`src/rtl/dbg_pkg.sv`:
```
// Shared definitions for the UART debug command sequencer: command and
// reply byte codes, FSM state encoding and a byte-select helper.
package dbg_pkg;

    localparam int DATA_W = 8;

    // Command bytes accepted from the host
    localparam logic [7:0] CMD_LOAD = 8'h4C;  // 'L'
    localparam logic [7:0] CMD_RUN  = 8'h52;  // 'R'
    localparam logic [7:0] CMD_STEP = 8'h53;  // 'S'
    localparam logic [7:0] CMD_DUMP = 8'h44;  // 'D'

    // Reply bytes sent back to the host
    localparam logic [7:0] ACK_BYTE = 8'h4B;  // 'K'
    localparam logic [7:0] ERR_BYTE = 8'h3F;  // '?'

    typedef enum logic [3:0] {
        ST_IDLE     = 4'd0,
        ST_LD_CNT   = 4'd1,
        ST_LD_BYTE  = 4'd2,
        ST_LD_WRITE = 4'd3,
        ST_RUN      = 4'd4,
        ST_STEP     = 4'd5,
        ST_DUMP_RD  = 4'd6,
        ST_DUMP_TX  = 4'd7,
        ST_SEND     = 4'd8
    } dbg_state_t;

    // Select byte idx of a 32-bit word, byte 0 being bits [7:0]
    function automatic logic [7:0] word_byte(input logic [31:0] w, input logic [1:0] idx);
        return w[{idx, 3'b000} +: 8];
    endfunction

endpackage

```
`src/rtl/dbg_word_tx.sv`:
```
// Serializes a 32-bit word into four bytes, LSB first, onto the TX FIFO
// push interface while honouring tx_full back-pressure. The word is
// captured while byte 0 is pending, so the source only has to be valid
// until the first byte has been accepted.
module dbg_word_tx
    import dbg_pkg::*;
(
    input  logic        clk,
    input  logic        reset,
    input  logic        en,
    input  logic [31:0] word,
    input  logic        tx_full,
    output logic        tx_wr,
    output logic [7:0]  tx_data,
    output logic        done
);

    logic [1:0]  cnt_reg;
    logic [31:0] word_reg;
    logic [31:0] cur_word;

    // Byte 0 comes straight from the source; later bytes from the capture
    always_comb begin
        cur_word = (cnt_reg == 2'd0) ? word : word_reg;
        tx_wr    = en && !tx_full;
        tx_data  = word_byte(cur_word, cnt_reg);
        done     = tx_wr && (cnt_reg == 2'd3);
    end

    // Byte index advances only on an accepted push; wraps to 0 after byte 3
    always_ff @(posedge clk or posedge reset) begin
        if (reset) begin
            cnt_reg  <= 2'd0;
            word_reg <= 32'd0;
        end else begin
            if (en && cnt_reg == 2'd0)
                word_reg <= word;
            if (tx_wr)
                cnt_reg <= cnt_reg + 2'd1;
        end
    end

endmodule

```
`src/rtl/uart_debug_ctrl.sv`:
```
// Command sequencer between the UART RX/TX byte FIFOs and the core:
// program load into instruction memory, run-to-halt, single step and
// register dump. Owns the core clock-enable exclusively.
module uart_debug_ctrl
    import dbg_pkg::*;
#(
    parameter int DATA_W     = 8,
    parameter int IMEM_AW    = 8,
    parameter int DBG_AW     = 5,
    parameter int DUMP_WORDS = 32
) (
    input  logic               clk,
    input  logic               reset,
    input  logic [DATA_W-1:0]  rx_data,
    input  logic               rx_empty,
    output logic               rx_rd,
    input  logic               tx_full,
    output logic               tx_wr,
    output logic [DATA_W-1:0]  tx_data,
    output logic               cpu_en,
    input  logic               cpu_halted,
    output logic               imem_we,
    output logic [IMEM_AW-1:0] imem_addr,
    output logic [31:0]        imem_wdata,
    output logic [DBG_AW-1:0]  dbg_addr,
    input  logic [31:0]        dbg_rdata
);

    localparam logic [DBG_AW-1:0] LAST_IDX = DBG_AW'(DUMP_WORDS - 1);

    dbg_state_t         state_reg, state_next;
    logic [1:0]         byte_cnt_reg, byte_cnt_next;
    logic [7:0]         word_cnt_reg, word_cnt_next;
    logic [IMEM_AW-1:0] ptr_reg, ptr_next;
    logic [31:0]        word_reg, word_next;
    logic [DBG_AW-1:0]  dump_idx_reg, dump_idx_next;
    logic [7:0]         send_byte_reg, send_byte_next;

    logic               rx_pop;
    logic               ser_en;
    logic               ser_wr;
    logic [7:0]         ser_data;
    logic               ser_done;

    dbg_word_tx u_word_tx (
        .clk     (clk),
        .reset   (reset),
        .en      (ser_en),
        .word    (dbg_rdata),
        .tx_full (tx_full),
        .tx_wr   (ser_wr),
        .tx_data (ser_data),
        .done    (ser_done)
    );

    // State and datapath registers; reset discards any partial load word
    always_ff @(posedge clk or posedge reset) begin
        if (reset) begin
            state_reg     <= ST_IDLE;
            byte_cnt_reg  <= 2'd0;
            word_cnt_reg  <= 8'd0;
            ptr_reg       <= '0;
            word_reg      <= 32'd0;
            dump_idx_reg  <= '0;
            send_byte_reg <= 8'd0;
        end else begin
            state_reg     <= state_next;
            byte_cnt_reg  <= byte_cnt_next;
            word_cnt_reg  <= word_cnt_next;
            ptr_reg       <= ptr_next;
            word_reg      <= word_next;
            dump_idx_reg  <= dump_idx_next;
            send_byte_reg <= send_byte_next;
        end
    end

    // Next-state and handshake outputs; every strobe is a same-cycle
    // function of the FIFO flags so nothing fires against a stale flag
    always_comb begin
        state_next     = state_reg;
        byte_cnt_next  = byte_cnt_reg;
        word_cnt_next  = word_cnt_reg;
        ptr_next       = ptr_reg;
        word_next      = word_reg;
        dump_idx_next  = dump_idx_reg;
        send_byte_next = send_byte_reg;
        rx_pop         = 1'b0;
        tx_wr          = 1'b0;
        tx_data        = '0;
        cpu_en         = 1'b0;
        imem_we        = 1'b0;
        ser_en         = 1'b0;

        case (state_reg)
            ST_IDLE: begin
                if (!rx_empty) begin
                    rx_pop = 1'b1;
                    case (rx_data[7:0])
                        CMD_LOAD: state_next = ST_LD_CNT;
                        CMD_RUN:  state_next = ST_RUN;
                        CMD_STEP: state_next = ST_STEP;
                        CMD_DUMP: begin
                            dump_idx_next = '0;
                            state_next    = ST_DUMP_RD;
                        end
                        default: begin
                            send_byte_next = ERR_BYTE;
                            state_next     = ST_SEND;
                        end
                    endcase
                end
            end

            ST_LD_CNT: begin
                if (!rx_empty) begin
                    rx_pop = 1'b1;
                    if (rx_data[7:0] == 8'd0) begin
                        send_byte_next = ACK_BYTE;
                        state_next     = ST_SEND;
                    end else begin
                        word_cnt_next = rx_data[7:0];
                        ptr_next      = '0;
                        byte_cnt_next = 2'd0;
                        state_next    = ST_LD_BYTE;
                    end
                end
            end

            ST_LD_BYTE: begin
                if (!rx_empty) begin
                    rx_pop = 1'b1;
                    word_next[{byte_cnt_reg, 3'b000} +: 8] = rx_data[7:0];
                    byte_cnt_next = byte_cnt_reg + 2'd1;
                    if (byte_cnt_reg == 2'd3)
                        state_next = ST_LD_WRITE;
                end
            end

            ST_LD_WRITE: begin
                imem_we       = 1'b1;
                ptr_next      = ptr_reg + 1'b1;
                word_cnt_next = word_cnt_reg - 8'd1;
                if (word_cnt_reg == 8'd1) begin
                    send_byte_next = ACK_BYTE;
                    state_next     = ST_SEND;
                end else begin
                    state_next = ST_LD_BYTE;
                end
            end

            ST_RUN: begin
                if (cpu_halted) begin
                    send_byte_next = ACK_BYTE;
                    state_next     = ST_SEND;
                end else begin
                    cpu_en = 1'b1;
                end
            end

            ST_STEP: begin
                cpu_en         = 1'b1;
                send_byte_next = ACK_BYTE;
                state_next     = ST_SEND;
            end

            ST_DUMP_RD: begin
                state_next = ST_DUMP_TX;
            end

            ST_DUMP_TX: begin
                ser_en  = 1'b1;
                tx_wr   = ser_wr;
                tx_data = DATA_W'(ser_data);
                if (ser_done) begin
                    if (dump_idx_reg == LAST_IDX) begin
                        dump_idx_next = '0;
                        state_next    = ST_IDLE;
                    end else begin
                        dump_idx_next = dump_idx_reg + 1'b1;
                        state_next    = ST_DUMP_RD;
                    end
                end
            end

            ST_SEND: begin
                tx_data = DATA_W'(send_byte_reg);
                if (!tx_full) begin
                    tx_wr      = 1'b1;
                    state_next = ST_IDLE;
                end
            end

            default: state_next = ST_IDLE;
        endcase
    end

    // Keep the pop strobe quiet while reset is held so no byte is lost
    always_comb begin
        rx_rd      = rx_pop && !reset;
        imem_addr  = ptr_reg;
        imem_wdata = word_reg;
        dbg_addr   = dump_idx_reg;
    end

endmodule

```
`config.mk`:
```
export PLATFORM = sky130hd
export DESIGN_NAME = uart_debug_ctrl
export DESIGN_NICKNAME = d
export VERILOG_FILES = /design/src/rtl/dbg_pkg.sv /design/src/rtl/dbg_word_tx.sv /design/src/rtl/uart_debug_ctrl.sv
export SDC_FILE = /design/constraint.sdc
export NUM_CORES = 1
export LEC_CHECK = 0
export ABC_AREA = 1
export BUFFER_PORTS_ARGS = -buffer_cell sky130_fd_sc_hd__buf_4
export CORE_MARGIN = 4
export CORE_UTILIZATION = 51
export CTS_CLUSTER_SIZE = 16
export DETAILED_ROUTE_END_ITERATION = 12
export PLACE_DENSITY = 0.73
export SLEW_MARGIN = 20
export SYNTH_ARGS = -nofsm -noshare
export SYNTH_HDL_FRONTEND = slang
export SYNTH_SLANG_ARGS = --single-unit
```
`constraint.sdc`:
```
create_clock -name clk -period 3.03 [get_ports clk]
set_input_delay 0.606 -clock clk [delete_from_list [all_inputs] [get_ports clk]]
set_output_delay 0.606 -clock clk [all_outputs]
set_load 0.005 [all_outputs]
```
* Word level (Yosys, flattened, before mapping)
Index checks and enable logic that the tools add are counted.
Word-level totals: register bits after elaboration 101, bits in latches 0, memory bits (writable) 0, memory bits (read-only) 0, bits of input ports 45, output and inout port bits 57, logic and storage cells 113, memories kept 0
Cells by class: add/subtract/negate cells 6, $mul 0, div/mod/pow operators 0, magnitude comparators 0, eq/ne operators 28, shift-type cells 3, multiplexer cells 45, bitwise gates (word level) 1, reduce and logical (&&, ||, !) cells 21
Operators by type and width (number):
- $mux 8 | 10
- $pmux 8 s2 | 3
- $pmux 8 s5 | 1
- $mux 4 | 9
- $pmux 4 s9 | 1
- $bwmux 32 | 1
- $eq 8x7->1 const B | 4
- $mux 32 | 1
- $shift 8x7->32 const A | 1
- $shiftx 32x6->8 | 1
- $shiftx 8x7->32 | 1
- $ne 2x2->1 const B | 11
- $mux 5 | 4
- $eq 4x3->1 const B | 4
- $pmux 4 s4 | 1
- $reduce_and 7->1 | 2
- $pmux 5 s2 | 1
- $add 8x1->8 const B | 1
- $eq 4x2->1 const B | 2
- $eq 8x1->1 const B | 1
- $logic_not 8->1 | 1
- $reduce_and 4->1 | 2
- $sub 8x1->8 const B | 1
- $neg 5->7 | 1
- other kinds (23) | 39

* Longest topological paths before layout
Gate-level depths: netlist of run 1.
depth in word-level cells 6, mapped depth 12

* Modules after synthesis
Synthesis of run 1 repeated with hierarchy kept, for this count alone.
Second synthesis, totals: cell total of the unflattened synthesis 812, area, all modules 5746.8 um^2
By module, submodules not included:
- uart_debug_ctrl | times used 1, cells an instance 482, area each 3611.0 um^2, seq. area each 1551.5 um^2
- dbg_word_tx | times used 1, cells an instance 330, area each 2135.8 um^2, seq. area each 850.8 um^2

* Least setup slack after synthesis of run 1
No wires, ideal clock.
path type flip-flop to output port, start point register u_word_tx.cnt_reg[1], end point output port tx_data[0], arrival time 1.871 ns, path slack 0.553 ns, stages on the path, launching flop included 11, buffers on the path 4, path through dfrtp_1 > inv_1 > clkbuf_1 > ha_1 > buf_4 > inv_1 > buf_2 > buf_2 > o21ai_0 > a21oi_1 > o21ai_0
On the way: longest elaborated chain between the ends 4
RTL lines:
- start: declaration | line dbg_word_tx.sv:18 | logic [1:0] cnt_reg;
- start signal: assignment | line dbg_word_tx.sv:39 | cnt_reg <= cnt_reg + 2'd1;
- $logic_not 2->1 | line dbg_word_tx.sv:24 | cur_word = (cnt_reg == 2'd0) ? word : word_reg;
- $mux 32 | line dbg_word_tx.sv:24
- $shiftx 32x6->8 * | line dbg_pkg.sv:31 | return w[{idx, 3'b000} +: 8];
- $pmux 8 s2 * | line uart_debug_ctrl.sv:94 | case (state_reg)
- end: declaration | line uart_debug_ctrl.sv:19 | output logic [DATA_W-1:0] tx_data,
Mark *: on every way between the ends. The rest lies on a longest branch, timed or not.

* Worst setup path after layout of run 1
start point register u_word_tx.cnt_reg[1], end point output port tx_data[7]
The elaborated chain is that of the path after synthesis.

==> flow_summary.toml, run 1 <==
[status]
outcome = "finished, final reports clean"

[placement]
placedCellCount = 911
io_buffers = 101
finalWeightedCongestion = 0.882
dp_hpwl_mm = 9.82

[floorplanning]
die-area_mm2 = 0.0124
start_util = 0.526
core_region_area_mm2 = 0.0104
io_pins = 102
die_y_um = 111
row_count = 37
die_x_um = 111

[logic_synthesis]
synth_most_common_cell = "nand2_1"
ys_ff_latch = 96
postSynthCellCount = 689
seq_area_frac_synth = 0.441
synth-adder-area-share = 0.0298
syn_area_per_cell_um2 = 7.91
async_flop_share = 1.00
ys_warn_count = 0
synth.top_cell.area_share = 0.441
synth_top_family_by_area = "simple AND/OR/NAND/NOR gates"
synth_commonest_cells = "166 x nand2_1, 96 x dfrtp_1, 91 x o21ai_0"
synth-edff-count = 0
syn_nets = 747
synth.distinct_cells = 32
yosysTopAreaCell = "dfrtp_1"
ys.flop_type = "dfrtp_1"
syn_area_mm2 = 0.00545
synth_xor_area_frac = 0.00964
synth_top_cells_by_area = "dfrtp_1 44%, nand2_1 11%, o21ai_0 8.4%"
synth-simple-area-share = 0.264
synth_compound_area_frac = 0.122
synth.area.mux_share = 0.0626

[critical_path]
critPathMaxFanout = 36
path_cells = "inv_1, ha_1, buf_4, nor2_1, o21ai_0, a21oi_1, nor3_1, buf_4"
worst_setup_path_start_kind = "register"
endpoint_kind = "output pin"
cp_slowest_cell = "dfrtp_2"
max_stage_delay_ns = 0.47
cpMostUsedCell = "buf_4"
critical_path_class = "register to output pin"
crit_required_ns = 2.42
cp_data_arrival_time_ns = 2.19

[clock_network]
clock_latency_ns = 0.36
cts_root_buf = "clkbuf_8"
clkSinkCount = 96
cts_tree = "built"
cts_max_level = 3
numCtsBuffers = 9
post-cts-setup-buffer-count = 0
cts_buffer_depth = 2
clk_pin_slew_worst_paths_ns = 0.10

[sta]
max_slew_margin = 0.629
rsz0062_at_grt = "no"
setup_violations = 0
period_needed_ns = 2.80
max_slew.worst_pin.slew_ns = 0.556
post-route-period-util = 0.924
final-hold-violation-count = 0
skew_ns = 0.00943
max_clock_freq_ghz = 0.357
fin_tns_setup_ns = 0
maxSlewViolCount = 0

[detailed_routing]
drc = 0
drt_iter0_drc = 343
dr.pass1.iters = 5
antenna_left = 0
routed_wl_mm = 13.5
avgRoutedWirePerCell_um = 14.5
vias = 4979
via_per_inst = 5.37

[layout]
fin_nets = 844
fin_cells = 927
syn_to_final_growth_pct = 19.9
fin_util = 0.630
final_layout_size_suffix_gt1_frac = 0.219
antenna_cells = 0

[grt]
grt_pass1_wl_mm = 22.7
overflow = 0
grt_max_degree = 49
grt_usage = 0.219
grt_pass1_vias = 4730
antenna_found_initial = 0

[job]
max_cap_violations = 0

[power]
p_leak_uw = 0.00344
irDropWorstVdd_mv = 0.305
p_total_uw = 3650
power_density_mw_per_mm2 = 558

[min_path]
min_path_type = "primary input to async pin"
critical path, delay by kind of cell, from the launching register on:
kind,cells,cell delay [ns]
flops,1,0.47
buf+inv,3,0.58
compound gates,2,0.26
fa+ha+maj,1,0.18
simple gates,2,0.34
through the flow:
stage | worst slack, ns | cell area [µm²] | hold slack (ns)
2_1_floorplan | 0.553 | 5460 | 0.435
3_5_place_dp | 0.542 | 6340 | 0.451
5_1_grt | 0.000814 | 6540 | 0.314
6_report | 0.229 | 6540 | 0.289
3_3_place_gp | 0.614 | 6340 | 0.455
4_1_cts | 0.124 | 6530 | 0.291
path summary, 6_finish.rpt:
| path | start | end | slack (ns) | cells after the start |
|---|---|---|---|---|
| min reg2reg | send_byte_reg[3] | send_byte_reg[3] | 0.49 | 2 |
| min | reset | imem_wdata[22] | 0.29 | 2 |
| min in group clk | dbg_rdata[8] | u_word_tx.word_reg[8] | 0.48 | 2 |
| max reg2reg | byte_cnt_reg[1] | imem_wdata[18] | 0.92 | 6 |
| max | u_word_tx.cnt_reg[1] | tx_data[7] | 0.23 | 8 |
| max in group asynchronous | reset | u_word_tx.cnt_reg[1] | 2.00 | 3 |
layout by cell type, fill, tap and decap left out, types with 2 or more instances in the layout:
| cell type | synthesis | layout |
|---|---|---|
| o21ai_0 | 91 | 91 |
| clkinv_2 | 0 | 2 |
| o21ai_1 | 18 | 18 |
| nand2_1 | 166 | 166 |
| nor3_1 | 5 | 5 |
| dfrtp_1 | 96 | 95 |
| inv_2 | 5 | 6 |
| buf_4 | 2 | 111 |
| nand2_2 | 4 | 4 |
| clkbuf_8 | 0 | 9 |
| mux2_4 | 22 | 22 |
| o211ai_1 | 2 | 2 |
| xor2_1 | 5 | 5 |
| nor2_4 | 6 | 6 |
| a21oi_1 | 16 | 16 |
| inv_6 | 0 | 2 |
| nor2_1 | 68 | 68 |
| nand3_1 | 55 | 55 |
| inv_1 | 58 | 56 |
| ha_1 | 13 | 13 |
| nand4_1 | 21 | 21 |
cell type report:
class                           instances  area (µm²)
Tap cell                              136         170
Sequential cell                        96        2400
Fill cell                             874        3830
Clock buffer                           10         128
Clock inverter                          6        66.3
Inverter                               64         244
Timing Repair Buffer                  113         865
Multi-Input combinational cell        502        2660
kinds of logic after synthesis:
logic type	after synthesis
AND/OR/NAND/NOR	330
AO/OA/AOI/OAI	130
flip-flops	96
buffers and inverters	91
multiplexers	23
adder cells (fa/ha/maj)	13
XOR/XNOR	6
repair_timing:
action / 4_1_cts / 5_1_grt
hold endpoints to repair: 0 / 0
endpoints found under the setup margin: 0 / 5
hold buffers: 0 / 0
gates resized for setup: 0 / 3
where the power goes:
part	internal (µW)	switching, µW
clock network	387	469
registers	1450	153
logic	511	678
total	2350	1300
per-layer routing:
metal,track usage,wire [µm]
met1,0.315,6280
met3,0.0359,773
met2,0.341,6250
met5,0,0
met4,0.0714,183
Power figures use the tool's default switching activity.
==> run 2: changes to the inputs <==
Settings changed: ABC_AREA 1 to default, CORE_UTILIZATION 51 to 50, PLACE_DENSITY 0.73 to 0.72.
==> run 2 against run 1 <==
First-iteration DRC count grew 7.6%; highest routed layer unchanged; sequential power grew 38%; largest cell class unchanged; sequential share of layout area grew 0.89 points.
==> flow_summary.toml, run 2 <==
[layout]
syn_to_final_growth_pct = 19.8
final_common_cell = "buf_4"
layout_common_cells = "108 x buf_4, 96 x dfrtp_1, 91 x nand2_1, 50 x o21ai_0, 32 x mux2_2"
antenna_cells = 0
design_area_mm2 = 0.00638
nFillCells = 873
fin_cells = 743
final_layout_size_suffix_gt1_frac = 0.315
fin_nets = 660
fin_util = 0.615

[placement]
post_dp_cell_area_mm2 = 0.00619
placedCellCount = 727
finalWeightedCongestion = 0.834
io_buffers = 101
dp_hpwl_mm = 9.61

[grt]
grt_pass1_vias = 4391
overflow = 0
grt_usage = 0.220
grt_pass1_wl_mm = 22.2
grt_max_degree = 97
antenna_found_initial = 0

[detailed_routing]
top_layer = "met4"
wl_met2_mm = 6.61
wl_met3_um = 904
wl_met1_mm = 5.76
dr.pass1.iters = 5
drt_iter0_drc = 369
avgRoutedWirePerCell_um = 18.1
via_per_inst = 5.93
drc = 0
antenna_left = 0
routed_wl_mm = 13.5
vias = 4409

[sta]
final-hold-violation-count = 0
setup_violations = 0
hold-worst-slack_ns = 0.413
rsz0062_at_grt = "no"
post-route-period-util = 0.945
period_needed_ns = 2.86
max_clock_freq_ghz = 0.349
fin_tns_setup_ns = 0
maxSlewViolCount = 0
skew_ns = 0.00665
max_slew.worst_pin.slew_ns = 0.977
max_slew_margin = 0.347

[critical_path]
cp_slowest_cell = "mux4_2"
cpLargestDelayFamily = "multiplexers"
reg2reg_to = "imem_wdata[20]"
critical_path_class = "register to output pin"
reg2regPathDepth = 5
endpoint_kind = "output pin"
cp_data_arrival_time_ns = 2.26
crit_required_ns = 2.42
path_cells = "inv_2, ha_1, buf_6, mux4_2, mux2i_1, o21ai_0, buf_4"
r2r_setup_slack_ns = 0.75
critPathMaxFanout = 17
crit_buf_inv = 3
max_stage_delay_ns = 0.54
r2r_start = "byte_cnt_reg[0]"
worst_setup_path_start_kind = "register"

[clock_network]
cts_tree = "built"
clkSinkCount = 96
clk_pin_slew_worst_paths_ns = 0.09
ctsHoldBuffers = 0
cts_max_level = 3
clock_latency_ns = 0.37
cts_root_buf = "clkbuf_8"
numCtsBuffers = 9
cts_buffer_depth = 2

[logic_synthesis]
syn_area_per_cell_um2 = 10.4
synth_top_family_by_area = "simple AND/OR/NAND/NOR gates"
synth_most_common_cell = "dfrtp_1"
ys_ff_latch = 96
syn_area_mm2 = 0.00533
synth_compound_area_frac = 0.132
ys.flop_type = "dfrtp_1"
syn_nets = 570
synth-adder-area-share = 0.0305
seq_area_frac_synth = 0.451
synth_commonest_cells = "96 x dfrtp_1, 91 x nand2_1, 50 x o21ai_0"
yosysTopAreaCell = "dfrtp_1"
synth-edff-count = 0
ys_warn_count = 0
synth.top_cell.area_share = 0.451
async_flop_share = 1.00
synth_xor_area_frac = 0.00164
synth.distinct_cells = 68
synth_top_cells_by_area = "dfrtp_1 45%, mux2_2 6.8%, mux4_2 6.8%"
postSynthCellCount = 512
synth-simple-area-share = 0.174
synth.area.mux_share = 0.170

[power]
power_density_mw_per_mm2 = 845
p_leak_uw = 0.00284
irDropWorstVdd_mv = 0.584

[status]
outcome = "finished, final reports clean"

[floorplanning]
row_count = 37
core_region_area_mm2 = 0.0104
io_pins = 102
die_y_um = 111
die-area_mm2 = 0.0124
start_util = 0.514
die_x_um = 111

[job]
max_cap_violations = 0

[min_path]
min_path_type = "primary input to async pin"
run 2: changes by cell type after synthesis, moves of 11 or more:
cell     change
mux2i_1     +17
nand2_1     -75
nand4_1     -11
mux2_4      -21
nor2_1      -53
inv_1       -42
mux4_2      +16
o21ai_1     -15
nand3_1     -46
mux2_2      +31
o21ai_0     -41
run 2: where the power goes:
part / internal [µW] / switching, µW / leakage [µW]
sequential: 1750 / 449 / 0.00119
combinational: 1270 / 1070 / 0.00155
clock: 383 / 461 / 0.0000937
run 2: layer usage:
| layer | GRT usage | vias up |
|---|---|---|
| met2 | 0.357 | 176 |
| li1 | - | 2047 |
| met1 | 0.292 | 2166 |
| met5 | 0 | - |
| met3 | 0.0486 | 20 |
| met4 | 0.0770 | 0 |
run 2: kinds of logic (layout without fill, tap and decap cells):
kind of cell	Yosys count	count (layout)
simple gates	177	177
compound gates	111	111
flops	96	96
mux	66	66
buf+inv	48	143
fa+ha+maj	13	13
xor+xnor	1	1
run 2: layout make-up:
type | instances | area, µm² | area share
Multi-Input combinational cell | 368 | 2710 | 0.425
Clock buffer | 11 | 131 | 0.0206
Sequential cell | 96 | 2400 | 0.377
Tap cell | 136 | 170 | 0.0267
Inverter | 17 | 67.6 | 0.0106
Timing Repair Buffer | 110 | 842 | 0.132
Clock inverter | 5 | 56.3 | 0.00883
run 2: worst min-delay path, cell delays in order:
cell and delay, ns:
buf_4 0.12, clkinvlp_4 0.09, buf_12 0.41
run 2: worst max-delay path by stage:
stage / startpoint / to / slack (ns) / depth (start not counted)
2_1_floorplan: reset / rx_rd / 0.04 / 2
3_3_place_gp: u_word_tx.cnt_reg[0] / tx_data[3] / 0.58 / 7
3_5_place_dp: u_word_tx.cnt_reg[0] / tx_data[1] / 0.51 / 7
4_1_cts: u_word_tx.cnt_reg[0] / tx_data[1] / 0.07 / 7
5_1_grt: u_word_tx.cnt_reg[0] / tx_data[1] / 0.04 / 7
6_report: u_word_tx.cnt_reg[1] / tx_data[1] / 0.17 / 7
run 2: stage by stage:
step / power [µW] / setup slack [ns]
3_3_place_gp: 4440 / 0.580
5_1_grt: 5780 / 0.0378
4_1_cts: 5400 / 0.0706
6_report: 5390 / 0.168
2_1_floorplan: 3690 / 0.0360
3_5_place_dp: 4560 / 0.506
run 2: repair_timing:
| item | 4_1_cts | 5_1_grt |
|---|---|---|
| setup endpoints to repair | 0 | 1 |
| setup buffers | 0 | 0 |
| endpoints found under the hold margin | 0 | 0 |
| gates resized for setup | 0 | 1 |
